`config.mk`:
```
export PLATFORM = sky130hd
export DESIGN_NAME = ps2_bus_ctrl
export DESIGN_NICKNAME = d
export VERILOG_FILES = /design/src/rtl/ps2_bus_pkg.sv /design/src/rtl/ps2_bus_ctrl_sync_ff.sv /design/src/rtl/ps2_bus_ctrl.sv
export SDC_FILE = /design/constraint.sdc
export NUM_CORES = 1
export LEC_CHECK = 0
export CAP_MARGIN = 20
export CORE_UTILIZATION = 49
export CTS_BUF_LIST = sky130_fd_sc_hd__clkbuf_8
export CTS_CLUSTER_SIZE = 20
export DETAILED_ROUTE_END_ITERATION = 6
export PLACE_DENSITY = 0.8
export SLEW_MARGIN = 20
export SYNTH_ARGS = -nofsm -noshare
export SYNTH_HDL_FRONTEND = slang
export SYNTH_SLANG_ARGS = --single-unit
```
`constraint.sdc`:
```
create_clock -name clk -period 3.2 [get_ports clk]
set_input_delay 0.96 -clock clk [delete_from_list [all_inputs] [get_ports clk]]
set_output_delay 0.96 -clock clk [all_outputs]
set_load 0.05 [all_outputs]
```
`src/rtl/ps2_bus_pkg.sv`:
```
// ps2_bus_pkg: register map, STATUS bit positions and FSM
// encoding shared by the PS/2 68000 bus controller.
package ps2_bus_pkg;

  localparam logic [1:0] REG_DATA   = 2'd0;
  localparam logic [1:0] REG_STATUS = 2'd1;
  localparam logic [1:0] REG_CTRL   = 2'd2;
  localparam logic [1:0] REG_RSVD   = 2'd3;

  localparam int ST_RXV = 0;
  localparam int ST_TXB = 1;
  localparam int ST_OVR = 2;

  typedef enum logic [1:0] {
    S_IDLE,
    S_WAIT,
    S_ACCESS,
    S_ACK
  } state_t;

endpackage

```
`src/rtl/ps2_bus_ctrl_sync_ff.sv`:
```
// sync_ff: STAGES-deep single-bit synchronizer with a
// synchronous reset to a selectable idle level.
module sync_ff #(
  parameter int STAGES  = 2,
  parameter bit RST_VAL = 1'b1
) (
  input  logic clk,
  input  logic reset,
  input  logic d,
  output logic q
);

  logic [STAGES-1:0] r_sh;

  always_ff @(posedge clk) begin
    if (reset) r_sh <= {STAGES{RST_VAL}};
    else       r_sh <= {r_sh[STAGES-2:0], d};
  end

  assign q = r_sh[STAGES-1];

endmodule

```
`src/rtl/ps2_bus_ctrl.sv`:
```
// ps2_bus_ctrl: 68000 bus-cycle sequencer for the PS/2 block.
// Optional IRQ_EN macro builds the interrupt request logic.
module ps2_bus_ctrl
  import ps2_bus_pkg::*;
#(
  parameter int WAIT_STATES = 1,
  parameter int SYNC_STAGES = 2
) (
  input  logic       clk,
  input  logic       reset,
  input  logic       cs_n,
  input  logic       ds_n,
  input  logic       rw,
  input  logic [1:0] addr,
  input  logic [7:0] d_in,
  output logic [7:0] d_out,
  output logic       d_oe,
  output logic       dtack_n,
  input  logic [7:0] rx_data,
  input  logic       rx_valid,
  output logic       rx_pop,
  output logic [7:0] tx_data,
  output logic       tx_wr,
  input  logic       tx_busy,
  output logic [7:0] ctrl,
  output logic       irq
);

  localparam logic [3:0] WS = 4'(WAIT_STATES);

  logic       w_cs_s, w_ds_s, w_rw_s, w_strb;
  state_t     r_state, w_next;
  logic [3:0] r_cnt;
  logic [1:0] r_addr;
  logic       r_rw;
  logic [7:0] r_din;

  logic [7:0] r_d_out, r_tx_data, r_ctrl;
  logic       r_d_oe, r_dtack_n, r_rx_pop;
  logic       r_tx_wr, r_tx_ovr;

  logic [7:0] w_status, w_d_out, w_tx_data, w_ctrl;
  logic       w_d_oe, w_dtack_n, w_rx_pop;
  logic       w_tx_wr, w_tx_ovr;

  sync_ff #(.STAGES(SYNC_STAGES), .RST_VAL(1'b1)) u_cs (
    .clk(clk), .reset(reset), .d(cs_n), .q(w_cs_s)
  );
  sync_ff #(.STAGES(SYNC_STAGES), .RST_VAL(1'b1)) u_ds (
    .clk(clk), .reset(reset), .d(ds_n), .q(w_ds_s)
  );
  sync_ff #(.STAGES(SYNC_STAGES), .RST_VAL(1'b1)) u_rw (
    .clk(clk), .reset(reset), .d(rw), .q(w_rw_s)
  );

  assign w_strb = !w_cs_s && !w_ds_s;

  always_ff @(posedge clk) begin
    if (reset) r_state <= S_IDLE;
    else       r_state <= w_next;
  end

  always_comb begin
    w_next = r_state;
    unique case (r_state)
      S_IDLE:   if (w_strb) w_next = S_WAIT;
      S_WAIT: begin
        if (!w_strb)          w_next = S_IDLE;
        else if (r_cnt == '0) w_next = S_ACCESS;
      end
      S_ACCESS: w_next = S_ACK;
      S_ACK:    if (!w_strb) w_next = S_IDLE;
      default:  w_next = S_IDLE;
    endcase
  end

  always_comb begin
    w_status         = '0;
    w_status[ST_RXV] = rx_valid;
    w_status[ST_TXB] = tx_busy;
    w_status[ST_OVR] = r_tx_ovr;
    w_d_out   = r_d_out;
    w_rx_pop  = 1'b0;
    w_tx_wr   = 1'b0;
    w_tx_data = r_tx_data;
    w_ctrl    = r_ctrl;
    w_tx_ovr  = r_tx_ovr;
    w_dtack_n = (w_next != S_ACK);
    w_d_oe    = (w_next == S_ACK) && r_rw;
    if (r_state == S_ACCESS) begin
      unique case (1'b1)
        r_rw && (r_addr == REG_DATA): begin
          w_d_out  = rx_valid ? rx_data : 8'h00;
          w_rx_pop = rx_valid;
        end
        r_rw && (r_addr == REG_STATUS): begin
          w_d_out  = w_status;
          w_tx_ovr = 1'b0;
        end
        r_rw && (r_addr == REG_CTRL): w_d_out = r_ctrl;
        r_rw && (r_addr == REG_RSVD): w_d_out = 8'h00;
        !r_rw && (r_addr == REG_DATA): begin
          // A write while busy is dropped and flagged.
          if (tx_busy) begin
            w_tx_ovr = 1'b1;
          end else begin
            w_tx_data = r_din;
            w_tx_wr   = 1'b1;
          end
        end
        !r_rw && (r_addr == REG_CTRL): w_ctrl = r_din;
        default: ;
      endcase
    end
  end

  always_ff @(posedge clk) begin
    if (reset) begin
      r_cnt     <= '0;
      r_addr    <= REG_DATA;
      r_rw      <= 1'b1;
      r_din     <= '0;
      r_d_out   <= '0;
      r_d_oe    <= 1'b0;
      r_dtack_n <= 1'b1;
      r_rx_pop  <= 1'b0;
      r_tx_wr   <= 1'b0;
      r_tx_data <= '0;
      r_ctrl    <= '0;
      r_tx_ovr  <= 1'b0;
    end else begin
      if (r_state == S_IDLE && w_next == S_WAIT) begin
        r_cnt  <= WS;
        r_addr <= addr;
        r_rw   <= w_rw_s;
        r_din  <= d_in;
      end else if (r_state == S_WAIT && w_next == S_WAIT) begin
        r_cnt <= r_cnt - 4'd1;
      end
      r_d_out   <= w_d_out;
      r_d_oe    <= w_d_oe;
      r_dtack_n <= w_dtack_n;
      r_rx_pop  <= w_rx_pop;
      r_tx_wr   <= w_tx_wr;
      r_tx_data <= w_tx_data;
      r_ctrl    <= w_ctrl;
      r_tx_ovr  <= w_tx_ovr;
    end
  end

`ifdef IRQ_EN
  logic r_irq;

  always_ff @(posedge clk) begin
    if (reset) r_irq <= 1'b0;
    else r_irq <= (r_ctrl[0] & rx_valid) |
                  (r_ctrl[1] & r_tx_ovr);
  end

  assign irq = r_irq;
`else
  assign irq = 1'b0;
`endif

  assign d_out   = r_d_out;
  assign d_oe    = r_d_oe;
  assign dtack_n = r_dtack_n;
  assign rx_pop  = r_rx_pop;
  assign tx_wr   = r_tx_wr;
  assign tx_data = r_tx_data;
  assign ctrl    = r_ctrl;

endmodule

```
==> metrics.md, run 1 <==
| Metric | Value |
|---|---|
| CTS tree | done |
| CTS Sinks | 52 |
| # Max-Cap Violations | 0 |
| Post-synth cell types | 39 |
| Die width | 67.2 um |
| Worst hold slack | 0.414 ns |
| Layout Utilization | 0.663 |
| Tot Pwr | 1.12 mW |
| Slowest stage cell on the critical path | clkdlybuf4s50_1 |
| Setup TNS | 0 ns |
| Slew margin rel. | 0.554 |
| Clock skew | 0.00623 ns |
| Setup repair after global routing missed its margin | false |
| Lkg Pwr | 0.950 nW |
| Top Ports | 54 |
| Tcrit/Tclk final | 0.782 |
| Synth Cell Area | 2080 um2 |
| Detailed Routing Iterations Pass 1 | 4 |
| Pins over their slew limit | 0 |
| CP max stage delay | 0.83 ns |
| Crit. End Element | primary output |
| Post-DP HPWL | 3.16 mm |
| Total Routing Usage GR | 0.218 |
| Layout Nets | 298 |
| CTS max path bufs | 2 |
| Syn Area/Cell | 9.13 um2 |
| Final WL | 4.44 mm |
| Post-Synthesis Net Count | 254 |
| EDFF count, synth | 0 |
| Status | finished clean |
| Drt initial violations | 139 |
| Register area share after synthesis | 0.500 |
| Vias/cell | 5.37 |
| # hold bufs at CTS | 0 |
| ANT nets after route | 0 |
| Logic pwr share | 0.071 |
| Port buffer count | 52 |
| Top FF cell, synth | dfxtp_1 |
| CP max FO | 3 |
| DRC Markers | 0 |
| Core area | 4030 um2 |
| CP required | 2.24 ns |
| Final setup violation count | 0 |
| GP Congestion | 0.776 |
| Switching share of power | 0.225 |
| Gate Count Post-Synth | 228 |
| Skew-Pair Late Insertion Delay | 0.31 ns |
| Warnings from Yosys | 0 |
| Most frequent cells in the layout | dfxtp_1 (52), clkdlybuf4s50_1 (52), nand2_1 (51) |
| TritonCTS Buffers | 5 |
| Setup Fix Bufs, Post-CTS | 0 |
| Die Height | 67.2 um |
| Least-Margin Pin Slew | 0.667 ns |
| Asr flop ratio synth | 0 |
| # rows | 23 |
| Clock power share | 0.340 |
| PostCTS Resize Cnt | 0 |
| Die area | 4510 um2 |
| Switch Pwr | 0.251 mW |
| Largest net degree at the start of global routing | 29 |
| Worst hold path class | flip-flop to flip-flop |
| CP Class | flip-flop to primary output |
| Layout area overhead | 28.4% |
| Clk pin slew, worst setup/hold paths | 0.09 ns |
| Layout cells sized above 1 | 0.0733 |
| Gr ovfl total | 0 |
| Kind of start point of the critical path | flip-flop |
| Cells along the critical path | clkdlybuf4s50_1 |
| Wire per inst | 13.7 um |
| CTS root buf | clkbuf_8 |
| Ant. Diodes | 0 |
| Min Tclk post-route | 2.50 ns |
| Worst vdd ir | 282 uV |
| Vias in the first global route | 1600 |
| Arr. time, crit path | 1.54 ns |
| Starting Density | 0.516 |
| CP delay by family, top | buffers and inverters |
| H-tree Lvls | 2 |
| Int Pwr | 0.868 mW |
| Via count | 1736 |
| Part of the power in registers | 0.590 |
| First-pass GRT wire length | 7.33 mm |
| Initial antenna violation count | 0 |
| Worst Path Buf+Inv | 1 |
| Fin. Hold Viols | 0 |
| Pwr/cell area | 419 nW/um2 |
| Fmax | 0.399 GHz |
| Number of synthesized register bits | 52 |
worst paths after layout:
kind	startpoint	end	slack [ns]	depth (start not counted)
worst max-delay path	ctrl[5]	ctrl[5]	0.70	1
worst min-delay path	u_rw.r_sh[0]	u_rw.r_sh[1]	0.41	1
worst max register to register	r_addr[1]	ctrl[4]	1.45	3
worst min register to register	u_rw.r_sh[0]	u_rw.r_sh[1]	0.41	1
layer usage:
metal | vias to the layer above | track usage | routed length [um]
li1 | 873 | - | -
met1 | 796 | 0.275 | 2070
met2 | 56 | 0.343 | 2000
met3 | 11 | 0.0456 | 266
met4 | 0 | 0.125 | 107
met5 | - | 0 | 0
cell families (layout without fill, tap and decap cells):
family | Yosys count | count (layout) | share of synthesized area
AND/OR/NAND/NOR | 96 | 96 | 0.224
flip-flops | 52 | 52 | 0.500
AO/OA/AOI/OAI | 41 | 41 | 0.133
buffers and inverters | 21 | 66 | 0.0577
multiplexers | 16 | 16 | 0.0770
adder cells (fa/ha/maj) | 1 | 1 | 0.00601
other | 1 | 1 | 0.00180
Yosys cell counts, drive strengths merged (5+ instances only):
library cell / n / area, um2
mux2i: 16 / 160
nand3: 5 / 25.0
a32oi: 8 / 70.1
nor2: 12 / 45.0
or2: 7 / 43.8
nand2: 51 / 191
a211oi: 6 / 45.0
buf: 11 / 82.6
dfxtp: 52 / 1040
inv: 5 / 18.8
clkbuf: 5 / 18.8
a21oi: 15 / 75.1
final cells by class:
cell class | instances | area, um2
fill | 361 | 1360
sequential | 52 | 1040
multi-input combinational | 155 | 928
timing repair buffer | 53 | 528
clock buffer | 6 | 82.6
tap | 50 | 62.6
inverter | 5 | 18.8
clock inverter | 2 | 10.0
through the flow:
stage,setup WS (ns),instances,instance area [um2]
global placement,0.730,315,2570
finish,0.696,323,2670
global route,0.662,323,2670
detailed placement,0.686,315,2570
CTS,0.698,323,2660
floorplan,1.53,228,2080
sequential cells by signal, summed over array words and instances (netlist names), 2 cells and up:
| name | flops |
|---|---|
| u_ds.r_sh | 2 |
| r_addr | 2 |
| tx_data | 8 |
| r_cnt | 4 |
| r_din | 8 |
| r_state | 2 |
| u_cs.r_sh | 2 |
| ctrl | 8 |
| d_out | 8 |
| u_rw.r_sh | 2 |
power by group through the flow:
stage                     Clock [mW]  Sequential (mW)  Combinational (mW)
final                          0.380            0.660              0.0789
after CTS                      0.389            0.659              0.0790
after global placement             0            0.675              0.0778
after floorplan                    0            0.681              0.0332
after detailed placement           0            0.675              0.0784
after global routing           0.414            0.661              0.0853
(Power assumes the default switching activity.)
==> inputs of run 2 (changes only) <==
Settings changed: CORE_UTILIZATION 49 to 45, PLACE_DENSITY 0.8 to 0.78.
Clock period 3.2 ns to 2.3 ns, I/O delays scaled along.
==> run 2 against run 1 <==
  * Sequential cell count unchanged
  * Utilization decreased by 5.2 points
  * Non-clock buffer count increased by 2
  * Highest routed layer unchanged
==> metrics.md, run 2 (same netlist as run 1, synthesis figures left out) <==
| Metric | Value |
|---|---|
| Fin. Hold Viols | 0 (unchanged) |
| Fmax | 0.453 GHz |
| Worst vdd ir | 398 uV (was 282 uV) |
| Lkg Pwr | 0.969 nW (was 0.950 nW) |
| CP delay by family, top | buffers and inverters (unchanged) |
| Final WL | 4.33 mm (was 4.44 mm) |
| Top Ports | 54 (unchanged) |
| Switching share of power | 0.214 (was 0.225) |
| GP Congestion | 0.779 (was 0.776) |
| Int Pwr | 1.29 mW (was 0.868 mW) |
| Wire per inst | 13.3 um (was 13.7 um) |
| Layout cells sized above 1 | 0.0764 (was 0.0733) |
| Layout area overhead | 29.5% (was 28.4%) |
| Setup TNS | 0 ns (unchanged) |
| Multi-input logic area | 920 um2 (was 928 um2) |
| # rows | 24 (was 23) |
| Cells along the critical path | clkdlybuf4s50_1 (unchanged) |
| Crit. End Element | primary output (unchanged) |
| Part of the power in registers | 0.561 (was 0.590) |
| Ant. Diodes | 0 (unchanged) |
| Most frequent cells in the layout | dfxtp_1 (52), clkdlybuf4s50_1 (52), nand2_1 (51) (unchanged) |
| Kind of start point of the critical path | flip-flop (unchanged) |
| Pwr/cell area | 607 nW/um2 (was 419 nW/um2) |
| Die width | 70 um (was 67.2 um) |
| # hold bufs at CTS | 0 (unchanged) |
| # Max-Cap Violations | 0 (unchanged) |
| Port buffer count | 52 (unchanged) |
| DRC Markers | 0 (unchanged) |
| Worst hold slack | 0.424 ns (was 0.414 ns) |
| Largest net degree at the start of global routing | 32 (was 29) |
| FF+latch area | 1040 um2 (unchanged) |
| Layout Nets | 300 (was 298) |
| Skew-Pair Late Insertion Delay | 0.31 ns (about the same) |
| Setup repair after global routing missed its margin | false (unchanged) |
| Detailed Routing Iterations Pass 1 | 4 (unchanged) |
| CP max FO | 3 (unchanged) |
| Filler Cells Inserted | 384 (was 361) |
| Worst hold path class | flip-flop to flip-flop (unchanged) |
| Clock power share | 0.372 (was 0.340) |
| Pins over their slew limit | 0 (unchanged) |
| Min Tclk post-route | 2.21 ns |
| Place WS | 0.350 ns (was 0.686 ns) |
| Die Height | 70 um (was 67.2 um) |
| CP required | 1.61 ns (was 2.24 ns) |
| Gr ovfl total | 0 (unchanged) |
| CP Class | flip-flop to primary output (unchanged) |
| H-tree Lvls | 2 (unchanged) |
| Starting Density | 0.471 (was 0.516) |
| TritonCTS Buffers | 5 (unchanged) |
| Final setup violation count | 0 (unchanged) |
| CTS Sinks | 52 (unchanged) |
| Slew margin rel. | 0.648 (was 0.554) |
| Arr. time, crit path | 1.52 ns (was 1.54 ns) |
| PostCTS Resize Cnt | 0 (unchanged) |
| Slowest stage cell on the critical path | clkdlybuf4s50_1 (unchanged) |
| Drt initial violations | 68 (was 139) |
| First-pass GRT wire length | 7.16 mm (was 7.33 mm) |
| Total Routing Usage GR | 0.183 (was 0.218) |
| Worst Path Buf+Inv | 1 (unchanged) |
| CTS tree | done (unchanged) |
| Switch Pwr | 0.351 mW (was 0.251 mW) |
| CTS max path bufs | 2 (unchanged) |
| Placed cell area | 2590 um2 (was 2570 um2) |
| Post-route cell area | 2700 um2 (was 2670 um2) |
| Vias/cell | 5.28 (was 5.37) |
| Core area | 4410 um2 (was 4030 um2) |
| CP max stage delay | 0.82 ns (was 0.83 ns) |
| Clock skew | 0.0128 ns (was 0.00623 ns) |
| Logic pwr share | 0.067 (was 0.071) |
| Die area | 4900 um2 (was 4510 um2) |
| ANT nets after route | 0 (unchanged) |
| Tcrit/Tclk final | 0.960 |
| Setup Fix Bufs, Post-CTS | 0 (unchanged) |
| CTS root buf | clkbuf_8 (unchanged) |
| Vias in the first global route | 1547 (was 1600) |
| Via count | 1728 (was 1736) |
| Clk pin slew, worst setup/hold paths | 0.10 ns (was 0.09 ns) |
| Post-DP HPWL | 3.05 mm (was 3.16 mm) |
| Worst setup margin | 0.0911 ns (was 0.696 ns) |
| Status | finished clean (unchanged) |
| Initial antenna violation count | 0 (unchanged) |
| Least-Margin Pin Slew | 0.525 ns (was 0.667 ns) |
-- run 2: cell types whose count changed in the layout (fill, tap and decap cells not counted), sizes merged --
cell,change
clkbuf,-1
inv,+1
clkinv,-1
buf,+2
bufinv,+1
-- run 2: final timing paths --
path | from | to | slack [ns] | depth (start not counted)
worst max-delay path | ctrl[3] | ctrl[3] | 0.09 | 1
worst min-delay path | u_cs.r_sh[0] | u_cs.r_sh[1] | 0.42 | 1
worst max register to register | r_state[1] | tx_data[7] | 0.70 | 3
worst min register to register | u_cs.r_sh[0] | u_cs.r_sh[1] | 0.42 | 1
-- run 2: cell type report --
cell class                      count  area share
Timing Repair Buffer               55       0.201
Inverter                            5     0.00696
Tap cell                           52      0.0241
Sequential cell                    52       0.386
Clock buffer                        5      0.0255
Multi-Input combinational cell    155       0.341
Clock inverter                      3      0.0144
-- run 2: power by group through the flow --
stage                     sequential [mW]  clock (mW)  combinational [mW]
after floorplan                     0.948           0              0.0462
after global placement              0.938           0               0.109
after detailed placement            0.939           0               0.110
after CTS                           0.918       0.618               0.110
after global routing                0.920       0.661               0.119
final                               0.918       0.608               0.110
-- run 2: layer usage --
layer,up-vias,share of wire,GRT usage,routed length (um)
met1,784,0.48,0.241,2100
met5,-,0,0,0
met3,5,0.063,0.0519,275
met2,57,0.45,0.288,1930
met4,0,0.0067,0.0578,29
li1,882,-,-,-
-- run 2: per-stage QoR --
stage          utilization  total power [mW]  cells
2_1_floorplan            -             0.994    228
3_3_place_gp         0.586              1.05    319
3_5_place_dp         0.586              1.05    319
4_1_cts              0.611              1.65    327
5_1_grt              0.611              1.70    327
6_report             0.611              1.64    327
